### src/rtl/uart_pkg.sv
// Shared types and defaults for the framed UART receiver (uart_rx_frame / uart_rx_RCU).
package uart_pkg;

    localparam int DEFAULT_CLKS_PER_BIT = 10;
    localparam int DEFAULT_NUM_BYTES    = 36;
    localparam int BITS_PER_BYTE        = 8;

    typedef enum logic [1:0] {
        IDLE  = 2'd0,
        START = 2'd1,
        DATA  = 2'd2,
        STOP  = 2'd3
    } rx_state_t;

endpackage

### src/rtl/uart_rx_RCU.sv
// Receive control unit: bit-timing FSM that turns the synchronized line into
// per-bit sample strobes and a byte_done strobe at the stop-bit sample point.
module uart_rx_RCU
    import uart_pkg::*;
#(
    parameter int CLKS_PER_BIT = DEFAULT_CLKS_PER_BIT
) (
    input  logic clk,
    input  logic rst,
    input  logic clear,
    input  logic sin,
    output logic bit_strobe,
    output logic byte_done
);

    localparam int TW = $clog2(CLKS_PER_BIT);
    localparam logic [TW-1:0] HALF_M1  = TW'(CLKS_PER_BIT / 2 - 1);
    localparam logic [TW-1:0] BIT_M1   = TW'(CLKS_PER_BIT - 1);
    localparam logic [2:0]    LAST_BIT = 3'(BITS_PER_BYTE - 1);

    rx_state_t       state_q, state_d;
    logic [TW-1:0]   timer_q, timer_d;
    logic [2:0]      bit_idx_q, bit_idx_d;
    logic            tick_q, tick_d;
    logic            sin_prev_q;

    always_comb begin
        state_d   = state_q;
        timer_d   = timer_q + TW'(1);
        bit_idx_d = bit_idx_q;
        case (state_q)
            IDLE: begin
                timer_d = '0;
                if (sin_prev_q && !sin) begin
                    state_d   = START;
                    bit_idx_d = '0;
                end
            end
            START: begin
                if (tick_q) begin
                    timer_d = '0;
                    state_d = sin ? IDLE : DATA;
                end
            end
            DATA: begin
                if (tick_q) begin
                    timer_d = '0;
                    if (bit_idx_q == LAST_BIT) begin
                        state_d = STOP;
                    end else begin
                        bit_idx_d = bit_idx_q + 3'd1;
                    end
                end
            end
            STOP: begin
                if (tick_q) begin
                    timer_d = '0;
                    state_d = IDLE;
                end
            end
            default: state_d = IDLE;
        endcase

        if (clear) begin
            state_d   = IDLE;
            timer_d   = '0;
            bit_idx_d = '0;
        end

        // Tick is registered one cycle ahead so it lines up exactly with the sample cycle.
        tick_d = ((state_d == START) && (timer_d == HALF_M1)) ||
                 (((state_d == DATA) || (state_d == STOP)) && (timer_d == BIT_M1));
    end

    always_ff @(posedge clk or posedge rst) begin
        if (rst) begin
            state_q    <= IDLE;
            timer_q    <= '0;
            bit_idx_q  <= '0;
            tick_q     <= 1'b0;
            sin_prev_q <= 1'b1;
        end else begin
            state_q    <= state_d;
            timer_q    <= timer_d;
            bit_idx_q  <= bit_idx_d;
            tick_q     <= tick_d;
            sin_prev_q <= sin;
        end
    end

    assign bit_strobe = tick_q && (state_q == DATA);
    assign byte_done  = tick_q && (state_q == STOP);

endmodule

### src/rtl/uart_rx_frame.sv
// Framed UART receiver: assembles NUM_BYTES bytes into rx_data with valid/ack handshake.
// Define UART_RX_FRAMING_CHECK_EN to enable stop-bit checking and framing_error.
module uart_rx_frame
    import uart_pkg::*;
#(
    parameter int CLKS_PER_BIT = DEFAULT_CLKS_PER_BIT,
    parameter int NUM_BYTES    = DEFAULT_NUM_BYTES
) (
    input  logic                               clk,
    input  logic                               rst,
    input  logic                               serial_in,
    input  logic                               clear,
    input  logic                               rx_ack,
    output logic [BITS_PER_BYTE*NUM_BYTES-1:0] rx_data,
    output logic                               rx_valid,
    output logic                               framing_error,
    output logic                               overrun_error
);

    localparam int FRAME_W = BITS_PER_BYTE * NUM_BYTES;
    localparam int CNT_W   = (NUM_BYTES > 1) ? $clog2(NUM_BYTES) : 1;
    localparam logic [CNT_W-1:0] LAST_CNT = CNT_W'(NUM_BYTES - 1);

    logic                     sync1_q, sync1_d;
    logic                     sync2_q, sync2_d;
    logic                     sin;
    logic [BITS_PER_BYTE-1:0] shift_q, shift_d;
    logic [CNT_W-1:0]         cnt_q, cnt_d;
    logic [FRAME_W-1:0]       buf_q, buf_d;
    logic [FRAME_W-1:0]       rx_data_q, rx_data_d;
    logic                     rx_valid_q, rx_valid_d;
    logic                     overrun_q, overrun_d;
    logic                     bit_strobe;
    logic                     byte_done;
    logic                     accept;
    logic                     frame_done;

    assign sin = sync2_q;

    uart_rx_RCU #(
        .CLKS_PER_BIT (CLKS_PER_BIT)
    ) u_rcu (
        .clk        (clk),
        .rst        (rst),
        .clear      (clear),
        .sin        (sin),
        .bit_strobe (bit_strobe),
        .byte_done  (byte_done)
    );

`ifdef UART_RX_FRAMING_CHECK_EN
    logic framing_q, framing_d;
    logic ferr_set;

    // A bad stop bit drops the byte; a coincident clear wins and leaves the flag alone.
    assign accept   = byte_done && sin && !clear;
    assign ferr_set = byte_done && !sin && !clear;
`else
    assign accept   = byte_done && !clear;
`endif

    assign frame_done = accept && (cnt_q == LAST_CNT);

    // First byte of a frame lands in the most significant slot.
    genvar gi;
    generate
        for (gi = 0; gi < NUM_BYTES; gi++) begin : g_slot
            assign buf_d[gi*BITS_PER_BYTE +: BITS_PER_BYTE] =
                (accept && (cnt_q == CNT_W'(NUM_BYTES - 1 - gi))) ?
                shift_q : buf_q[gi*BITS_PER_BYTE +: BITS_PER_BYTE];
        end
    endgenerate

    always_comb begin
        sync1_d = serial_in;
        sync2_d = sync1_q;
        shift_d = bit_strobe ? {shift_q[BITS_PER_BYTE-2:0], sin} : shift_q;

        cnt_d = cnt_q;
        if (clear) begin
            cnt_d = '0;
        end else if (accept) begin
            cnt_d = frame_done ? '0 : cnt_q + CNT_W'(1);
        end
`ifdef UART_RX_FRAMING_CHECK_EN
        else if (ferr_set) begin
            cnt_d = '0;
        end
        framing_d = framing_q | ferr_set;
`endif

        rx_data_d  = frame_done ? buf_d : rx_data_q;
        rx_valid_d = rx_valid_q;
        overrun_d  = overrun_q;
        if (rx_valid_q && rx_ack) begin
            rx_valid_d = 1'b0;
        end
        if (frame_done) begin
            rx_valid_d = 1'b1;
            if (rx_valid_q && !rx_ack) begin
                overrun_d = 1'b1;
            end
        end
    end

    always_ff @(posedge clk or posedge rst) begin
        if (rst) begin
            sync1_q    <= 1'b1;
            sync2_q    <= 1'b1;
            shift_q    <= '0;
            cnt_q      <= '0;
            buf_q      <= '0;
            rx_data_q  <= '0;
            rx_valid_q <= 1'b0;
            overrun_q  <= 1'b0;
        end else begin
            sync1_q    <= sync1_d;
            sync2_q    <= sync2_d;
            shift_q    <= shift_d;
            cnt_q      <= cnt_d;
            buf_q      <= buf_d;
            rx_data_q  <= rx_data_d;
            rx_valid_q <= rx_valid_d;
            overrun_q  <= overrun_d;
        end
    end

`ifdef UART_RX_FRAMING_CHECK_EN
    always_ff @(posedge clk or posedge rst) begin
        if (rst) begin
            framing_q <= 1'b0;
        end else begin
            framing_q <= framing_d;
        end
    end
    assign framing_error = framing_q;
`else
    assign framing_error = 1'b0;
`endif

    assign rx_data       = rx_data_q;
    assign rx_valid      = rx_valid_q;
    assign overrun_error = overrun_q;

endmodule

### config.mk
export PLATFORM = sky130hd
export DESIGN_NAME = uart_rx_frame
export DESIGN_NICKNAME = d
export VERILOG_FILES = /design/src/rtl/uart_pkg.sv /design/src/rtl/uart_rx_RCU.sv /design/src/rtl/uart_rx_frame.sv
export SDC_FILE = /design/constraint.sdc
export NUM_CORES = 1
export LEC_CHECK = 0
export ABC_AREA = 1
export CORE_MARGIN = 3
export CORE_UTILIZATION = 30
export CTS_CLUSTER_SIZE = 10
export DETAILED_ROUTE_END_ITERATION = 10
export PLACE_DENSITY_LB_ADDON = 0.08
export SYNTH_ARGS = -nofsm -noshare
export SYNTH_HDL_FRONTEND = slang
export SYNTH_SLANG_ARGS = --single-unit
### constraint.sdc
create_clock -name clk -period 58.2 [get_ports clk]
set_input_delay 8.73 -clock clk [delete_from_list [all_inputs] [get_ports clk]]
set_output_delay 8.73 -clock clk [all_outputs]
set_load 0.05 [all_outputs]
==> results.sh, run 1 <==
export IMPL_status="finished, final reports clean"
export IMPL_antenna_found_initial=0
export IMPL_first_pass_iters=5
export IMPL_synth_cell_types=30
export IMPL_hold_ws_ns=0.358
export IMPL_final_area_um2=31700
export IMPL_clock_sinks=597
export IMPL_ctsLongestPathBuffers=3
export IMPL_num_nets_final=3203
export IMPL_crit_type="primary input to register"
export IMPL_period_needed_ns=12.01
export IMPL_hold_viol_final=0
export IMPL_worst_setup_path_start_kind="primary input"
export IMPL_cp_required_ns=58.72
export IMPL_yosysMostFrequentCell="nand2_1"
export IMPL_ios=296
export IMPL_clock_fmax_mhz=83.2
export IMPL_switchingPower_w=0.000184
export IMPL_power_switching_share=0.218
export IMPL_start_util=0.305
export IMPL_cts_hold_buf=0
export IMPL_avgSynthCellArea_um2=8.76
export IMPL_numCtsBuffers=73
export IMPL_synth_edf_count=0
export IMPL_tns_ns=0
export IMPL_final_max_slew_viol_count=0
export IMPL_worstHoldEndpoint="sin"
export IMPL_drt_iter0_markers=1296
export IMPL_syn_nets=2942
export IMPL_period_share=0.206
export IMPL_setup_slack_ns=46.19
export IMPL_slew_headroom=0.232
export IMPL_netlist_area_leader_share=0.579
export IMPL_grt_max_degree=195
export IMPL_ant_nets=0
export IMPL_total_power_w=0.000845
export IMPL_finalSetupViolCount=0
export IMPL_place_hpwl_mm=47.7
export IMPL_p_leak_nw=15.3
export IMPL_gp_congestion=0.747
export IMPL_area_growth_pct=23.6
export IMPL_async_flop_share=1.00
export IMPL_crit_path_cell_trace="clkdlybuf4s50_1 > nor2_4 > nand2_8 > inv_8 > buf_4 > nand3_1 > nand2_1"
export IMPL_tightest_slew_ns=1.15
export IMPL_seqCellArea_um2=14900
export IMPL_grt_pass1_vias=20300
export IMPL_yosysSeqAreaShare=0.582
export IMPL_synth_area_leaders="dfrtp_1 58%, nand2_1 13%, nand3_1 11%"
export IMPL_rr_endpoint="rx_data[183]"
export IMPL_clk_pin_slew_worst_paths_ns=0.06
export IMPL_synth_ff_type="dfrtp_1"
export IMPL_synth_top_area_cell="dfrtp_1"
export IMPL_min_from="sync1_q"
export IMPL_dieArea_um2=89100
export IMPL_hold_path_class="register to register"
export IMPL_multiInputGateArea_um2=8910
export IMPL_cts_root_buf="clkbuf_16"
export IMPL_drive_gt1_frac=0.0594
export IMPL_cp_end_kind="register"
export IMPL_synthCells=2930
export IMPL_fp_row_count=106
export IMPL_sequentialPowerShare=0.492
export IMPL_grt_pass1_wl_mm=125
export IMPL_cts_repair_resized=0
export IMPL_final_fill_count=8590
export IMPL_rsz0062_at_grt="no"
export IMPL_placed_area_um2=29600
export IMPL_die_w_um=298
export IMPL_rr_startpoint="cnt_q[0]"
export IMPL_drt_total_wl_mm=80.7
export IMPL_crit_fanout=136
export IMPL_reg2regPathDepth=8
export IMPL_wire_per_inst_um=18.5
export IMPL_fin_skew_ns=0.0219
export IMPL_combPwrFrac=0.012
export IMPL_clockPowerShare=0.496
export IMPL_critPathSlowestCell="buf_4"
export IMPL_yosysWarnings=0
export IMPL_ir_drop_uv=17.7
export IMPL_critPathMaxStageDelay_ns=0.85
export IMPL_track_usage=0.181
export IMPL_io_buffers=294
export IMPL_htreeDepth=3
export IMPL_synth_common_cells="914 x nand2_1, 594 x dfrtp_1, 583 x nand3_1, 304 x inv_1, 280 x and2_1"
export IMPL_p_per_area_nw_per_um2=26.6
export IMPL_ys_ff_latch=597
export IMPL_routed_via_count=20000
export IMPL_post_place_ws_ns=45.66
export IMPL_hold_depth=0
export IMPL_cap_violations=0
export IMPL_cts_setup_buffers=0
export IMPL_clk_insertion_delay_late_ns=0.60
export IMPL_globalRouteOverflowTotal=0
export IMPL_coreArea_um2=84200
export IMPL_viasPerCell=4.57
export IMPL_crit_arrival_ns=12.53
export IMPL_rrSetupSlack_ns=53.94
export IMPL_intPower_w=0.000661
export IMPL_drc_errors=0
export IMPL_cts_tree="built"
export IMPL_die_h_um=298
export IMPL_syn_cell_area_um2=25700
export IMPL_antenna_cells=0
cell usage in the layout (no fill, tap or decap), types with 10 or more instances in the layout:
| cell | Yosys | final |
|---|---|---|
| buf_4 | 12 | 17 |
| nor2_2 | 23 | 22 |
| dfrtp_1 | 594 | 594 |
| and2_1 | 280 | 280 |
| clkdlybuf4s50_1 | 0 | 294 |
| nor2_4 | 15 | 16 |
| nand2_2 | 26 | 26 |
| inv_1 | 304 | 303 |
| o21ai_0 | 14 | 14 |
| nand3_1 | 583 | 583 |
| nand2_1 | 914 | 914 |
| clkbuf_16 | 0 | 75 |
| clkbuf_1 | 53 | 24 |
| inv_2 | 2 | 10 |
cell type report:
type | count | area share
tap | 1134 | 0.0447
inverter | 315 | 0.0377
clock buffer | 107 | 0.0655
clock inverter | 7 | 0.00146
sequential | 597 | 0.471
multi-input combinational | 1890 | 0.281
timing repair buffer | 314 | 0.0987
power groups by stage:
stage	registers, W	clock network, W	logic, W
6_report	0.000416	0.000419	0.00000995
5_1_grt	0.000415	0.000452	0.0000119
3_5_place_dp	0.000423	0	0.0000108
4_1_cts	0.000416	0.000435	0.0000108
2_1_floorplan	0.000423	0	0.00000672
3_3_place_gp	0.000423	0	0.0000107
kinds of logic (layout without fill, tap and decap cells):
kind of cell / after synthesis / count (layout) / share of synthesized area
DFF: 597 / 597 / 0.582
xor gates and xnor gates: 2 / 2 / 0.000683
other: 1 / 1 / 0.000146
buffers and inverters: 443 / 743 / 0.0709
adders and majority gates: 7 / 7 / 0.00341
AOI/OAI and AO/OA: 21 / 21 / 0.00444
and+or+nand+nor: 1859 / 1859 / 0.338
registers in the layout (all words and copies together), names as in the netlist:
| register | flops |
|---|---|
| buf_q | 280 |
| cnt_q | 6 |
| overrun_error | 1 |
| rx_data | 288 |
| rx_valid | 1 |
| shift_q | 8 |
| sin | 1 |
| sync1_q | 1 |
| u_rcu.bit_idx_q | 3 |
| u_rcu.sin_prev_q | 1 |
| u_rcu.state_q | 2 |
| u_rcu.tick_q | 1 |
| u_rcu.timer_q | 4 |
per-stage QoR:
stage / util / std cells
after detailed placement: 0.351 / 4250
after floorplan: - / 2930
after global placement: 0.351 / 4250
after CTS: 0.377 / 4364
final: 0.377 / 4364
after global routing: 0.377 / 4364
worst max path at each step:
stage	end	depth (start not counted)	startpoint
4_1_cts	rx_data[34]	7	clear
3_3_place_gp	rx_data[183]	7	clear
3_5_place_dp	rx_data[34]	7	clear
5_1_grt	rx_data[34]	7	clear
2_1_floorplan	buf_q[100]	1	rst
6_report	rx_data[183]	7	clear
worst max-delay path, delay by kind of cell:
| kind | cells | cell delay (ns) |
|---|---|---|
| buffers and inverters | 3 | 2.14 |
| and+or+nand+nor | 4 | 1.25 |
routing by layer:
layer	GRT usage	vias to the layer above	share of wire
met5	0	-	0
met2	0.301	463	0.48
met3	0.0342	91	0.052
li1	-	9667	-
met4	0.0475	0	0.019
met1	0.242	9734	0.45
(Power assumes the default switching activity.)
==> run 2, diff against run 1 <==
clock period = 12.1 ns   (was 58.2 ns; I/O delays follow)
==> run 2 against run 1 <==
Against the previous run: combinational power rose to 4.9 times the previous value; sequential cell count did not move; sequential share of layout area fell by 0.11 points; critical path type unchanged; largest cell class unchanged.
==> results.sh, run 2 (same netlist as run 1, synthesis figures left out) <==
export IMPL_status="finished, final reports clean"
export IMPL_grt_pass1_wl_mm=127
export IMPL_antenna_found_initial=0
export IMPL_wire_per_inst_um=18.5
export IMPL_cts_root_buf="clkbuf_16"
export IMPL_fin_skew_ns=0.0194
export IMPL_antenna_cells=0
export IMPL_period_needed_ns=5.21
export IMPL_cts_hold_buf=0
export IMPL_total_power_w=0.00411
export IMPL_layout_commonest_cell="nand2_1"
export IMPL_drive_gt1_frac=0.0604
export IMPL_routed_via_count=20200
export IMPL_ant_nets=0
export IMPL_first_pass_iters=5
export IMPL_fp_row_count=106
export IMPL_rr_startpoint="u_rcu.state_q[1]"
export IMPL_clock_fmax_mhz=192
export IMPL_cts_tree="built"
export IMPL_hold_path_class="register to register"
export IMPL_slew_headroom=0.295
export IMPL_die_w_um=298
export IMPL_ir_drop_uv=84.2
export IMPL_hold_viol_final=0
export IMPL_die_h_um=298
export IMPL_gp_congestion=0.742
export IMPL_crit_fanout=131
export IMPL_crit_type="primary input to register"
export IMPL_track_usage=0.182
export IMPL_dieArea_um2=89100
export IMPL_p_leak_nw=15.3
export IMPL_tns_ns=0
export IMPL_period_share=0.431
export IMPL_clock_sinks=597
export IMPL_num_nets_final=3205
export IMPL_crit_arrival_ns=5.75
export IMPL_largest_reg_flops=288
export IMPL_cts_setup_buffers=0
export IMPL_ctsLongestPathBuffers=3
export IMPL_p_per_area_nw_per_um2=129
export IMPL_most_common_layout_cells="914 x nand2_1, 594 x dfrtp_1, 583 x nand3_1"
export IMPL_grt_pass1_vias=20300
export IMPL_htreeDepth=3
export IMPL_clk_insertion_delay_late_ns=0.61
export IMPL_cap_violations=0
export IMPL_tightest_slew_ns=1.06
export IMPL_cp_end_kind="register"
export IMPL_worst_setup_path_start_kind="primary input"
export IMPL_final_area_um2=31800
export IMPL_cts_repair_resized=0
export IMPL_rsz0062_at_grt="no"
export IMPL_numCtsBuffers=73
export IMPL_drt_total_wl_mm=80.9
export IMPL_clk_pin_slew_worst_paths_ns=0.06
export IMPL_io_buffers=294
export IMPL_ios=296
export IMPL_drc_errors=0
export IMPL_min_from="sync1_q"
export IMPL_final_max_slew_viol_count=0
export IMPL_worstSetupStartpoint="clear"
export IMPL_drt_iter0_markers=1230
export IMPL_start_util=0.305
export IMPL_globalRouteOverflowTotal=0
export IMPL_placed_area_um2=29600
export IMPL_place_hpwl_mm=47.7
export IMPL_coreArea_um2=84200
export IMPL_area_growth_pct=23.9
export IMPL_grt_max_degree=193
export IMPL_cp_required_ns=12.64
export IMPL_viasPerCell=4.63
export IMPL_finalSetupViolCount=0
-- run 2: final cells by class --
cell class              count  area, um^2
flip-flops and latches    597       14900
inverters                 315        1190
multi-input cells        1890        8910
clock buffers             104        2090
fillers                  8563       52400
well taps                1134        1420
repair buffers            316        3150
clock inverters             6         100
-- run 2: routing by layer --
layer,GRT usage,vias up,routed length (um),part of all wire
li1,-,9686,-,-
met1,0.248,9978,36900,0.46
met2,0.301,424,39000,0.48
met3,0.0285,100,3330,0.041
met4,0.0466,0,1600,0.020
met5,0,-,0,0
-- run 2: stage by stage --
step	util	hold WS, ns	worst slack (ns)	cells
after floorplan	-	0.345	2.15	2930
after global placement	0.352	0.369	6.17	4252
after detailed placement	0.352	0.366	6.14	4252
after CTS	0.378	0.375	6.75	4362
after global routing	0.378	0.373	6.51	4362
final	0.378	0.362	6.89	4362
-- run 2: power by group --
part / internal (W) / leakage [nW] / switching (W) / total, W
Combinational: 0.00000419 / 7.39 / 0.0000444 / 0.0000486
Sequential: 0.00200 / 6.87 / 0.000000804 / 0.00200
Clock: 0.00121 / 1.07 / 0.000848 / 0.00206
-- run 2: final timing paths --
path                                end  slack [ns]  cells past startpoint
max in group asynchronous    buf_q[120]        7.94                      5
min reg2reg                         sin        0.36                      0
max                        rx_data[191]        6.89                      8
max reg2reg                rx_data[191]        8.08                      8
min in group asynchronous   rx_data[46]        1.81                      3
min                                 sin        0.36                      0
-- run 2: critical path, cell delays in order --
cell             delay [ns]
clkdlybuf4s50_1        0.51
nor2_4                 0.13
buf_4                  0.53
nand2_8                0.57
inv_8                  0.80
buf_4                  0.93
nand3_1                0.23
nand2_1                0.12
==> run 3, diff against run 2 <==
clock period = 5.45 ns   (was 12.1 ns; I/O delays follow)
==> run 3 against run 2 <==
Against the previous run: non-clock buffer count is 5 higher; critical path type is now register to register; sequential cell count unchanged; sequential power rose by 120%; final cell count increased by 0.21%; final area is 0.23% higher.
==> results.sh, run 3 (same netlist as run 1, synthesis figures left out) <==
export IMPL_status="finished, final reports clean"
export IMPL_crit_path_cell_trace="ha_1 > nand2_2 > nor2_4 > nand2_8 > inv_8 > buf_4 > nand3_1 > nand2_1"
export IMPL_hold_path_class="register to register"
export IMPL_switchingPower_w=0.00197
export IMPL_clock_sinks=597
export IMPL_io_buffers=294
export IMPL_power_switching_share=0.217
export IMPL_final_fill_count=8561
export IMPL_drive_gt1_frac=0.0615
export IMPL_hold_viol_final=0
export IMPL_ios=296
export IMPL_rrSetupSlack_ns=2.01
export IMPL_seqCellArea_um2=14900
export IMPL_htreeDepth=3
export IMPL_fin_skew_ns=0.0259
export IMPL_viasPerCell=4.60
export IMPL_drt_iter0_markers=1107
export IMPL_clk_insertion_delay_late_ns=0.61
export IMPL_cp_required_ns=5.98
export IMPL_critPathMaxStageDelay_ns=0.64
export IMPL_sequentialPowerShare=0.489
export IMPL_cts_root_buf="clkbuf_16"
export IMPL_coreArea_um2=84200
export IMPL_ir_drop_uv=209
export IMPL_hold_ws_ns=0.372
export IMPL_most_common_layout_cells="914 x nand2_1, 594 x dfrtp_1, 583 x nand3_1"
export IMPL_drc_errors=0
export IMPL_post_place_ws_ns=1.72
export IMPL_finalSetupViolCount=0
export IMPL_cts_setup_buffers=0
export IMPL_cts_tree="built"
export IMPL_critPathSlowestCell="inv_8"
export IMPL_cp_end_kind="register"
export IMPL_largest_reg_flops=288
export IMPL_slew_headroom=0.166
export IMPL_clk_pin_slew_worst_paths_ns=0.06
export IMPL_crit_fanout=121
export IMPL_fp_row_count=106
export IMPL_start_util=0.305
export IMPL_area_growth_pct=24.2
export IMPL_layout_commonest_cell="nand2_1"
export IMPL_clock_fmax_mhz=290
export IMPL_track_usage=0.180
export IMPL_combPwrFrac=0.012
export IMPL_rr_startpoint="cnt_q[0]"
export IMPL_p_per_area_nw_per_um2=285
export IMPL_wire_per_inst_um=18.3
export IMPL_reg2regPathDepth=8
export IMPL_rsz0062_at_grt="no"
export IMPL_p_leak_nw=15.4
export IMPL_crit_arrival_ns=3.97
export IMPL_intPower_w=0.00712
export IMPL_antenna_found_initial=0
export IMPL_gp_congestion=0.747
export IMPL_drt_total_wl_mm=80.2
export IMPL_globalRouteOverflowTotal=0
export IMPL_first_pass_iters=5
export IMPL_grt_pass1_vias=20500
export IMPL_worst_setup_path_start_kind="register"
export IMPL_cts_repair_resized=0
export IMPL_grt_pass1_wl_mm=126
export IMPL_num_nets_final=3210
export IMPL_worstHoldEndpoint="sin"
export IMPL_crit_type="register to register"
export IMPL_numCtsBuffers=73
export IMPL_routed_via_count=20100
export IMPL_ctsLongestPathBuffers=3
export IMPL_place_hpwl_mm=48.3
export IMPL_clockPowerShare=0.499
export IMPL_period_needed_ns=3.44
export IMPL_cap_violations=0
export IMPL_hold_depth=0
export IMPL_ant_nets=0
export IMPL_antenna_cells=0
export IMPL_setup_slack_ns=2.01
export IMPL_multiInputGateArea_um2=8910
export IMPL_final_max_slew_viol_count=0
export IMPL_period_share=0.632
export IMPL_grt_max_degree=204
export IMPL_min_from="sync1_q"
export IMPL_rr_endpoint="rx_data[262]"
export IMPL_die_w_um=298
export IMPL_cts_hold_buf=0
export IMPL_dieArea_um2=89100
export IMPL_tightest_slew_ns=1.25
export IMPL_die_h_um=298
==> run 3: how the worst max path moves through the flow <==
stage | start | end | cells after the start
3_5_place_dp | clear | rx_data[10] | 8
5_1_grt | cnt_q[2] | rx_data[176] | 8
4_1_cts | cnt_q[0] | rx_data[176] | 8
6_report | cnt_q[0] | rx_data[262] | 8
2_1_floorplan | rst | buf_q[100] | 1
3_3_place_gp | clear | rx_data[12] | 8
==> run 3: final cells by class <==
type / count / share of cell area
clock buffers: 111 / 0.0669
clock inverters: 3 / 0.000824
inverters: 315 / 0.0375
multi-input cells: 1890 / 0.280
flip-flops and latches: 597 / 0.469
well taps: 1134 / 0.0445
repair buffers: 321 / 0.102
==> run 3: metal layers <==
metal / routed length (um) / GRT usage / vias to the layer above
met5: 0 / 0 / -
li1: - / - / 9686
met4: 1910 / 0.0527 / 0
met2: 38100 / 0.298 / 469
met1: 36400 / 0.243 / 9836
met3: 3730 / 0.0302 / 119
==> run 3: metrics by stage <==
| step | utilization | std cells | power, W | setup TNS (ns) | cell area, um^2 |
|---|---|---|---|---|---|
| floorplan | - | 2930 | 0.00460 | -2086.39 | 25700 |
| global placement | 0.353 | 4257 | 0.00464 | 0 | 29700 |
| detailed placement | 0.353 | 4257 | 0.00464 | 0 | 29700 |
| CTS | 0.378 | 4371 | 0.00925 | 0 | 31900 |
| global route | 0.378 | 4371 | 0.00945 | 0 | 31900 |
| finish | 0.378 | 4371 | 0.00909 | 0 | 31900 |
==> run 3: power groups by stage <==
stage / logic [W] / clock network [W] / registers, W
global placement: 0.000118 / 0 / 0.00452
CTS: 0.000121 / 0.00469 / 0.00444
global route: 0.000133 / 0.00488 / 0.00444
detailed placement: 0.000121 / 0 / 0.00452
finish: 0.000112 / 0.00454 / 0.00444
floorplan: 0.0000723 / 0 / 0.00452
==> run 3: worst max-delay path, delay by kind of cell, from the launching register on <==
| kind | cells | cell delay (ns) |
|---|---|---|
| DFF | 1 | 0.45 |
| buffers and inverters | 2 | 1.05 |
| adders and majority gates | 1 | 0.31 |
| and+or+nand+nor | 5 | 1.30 |
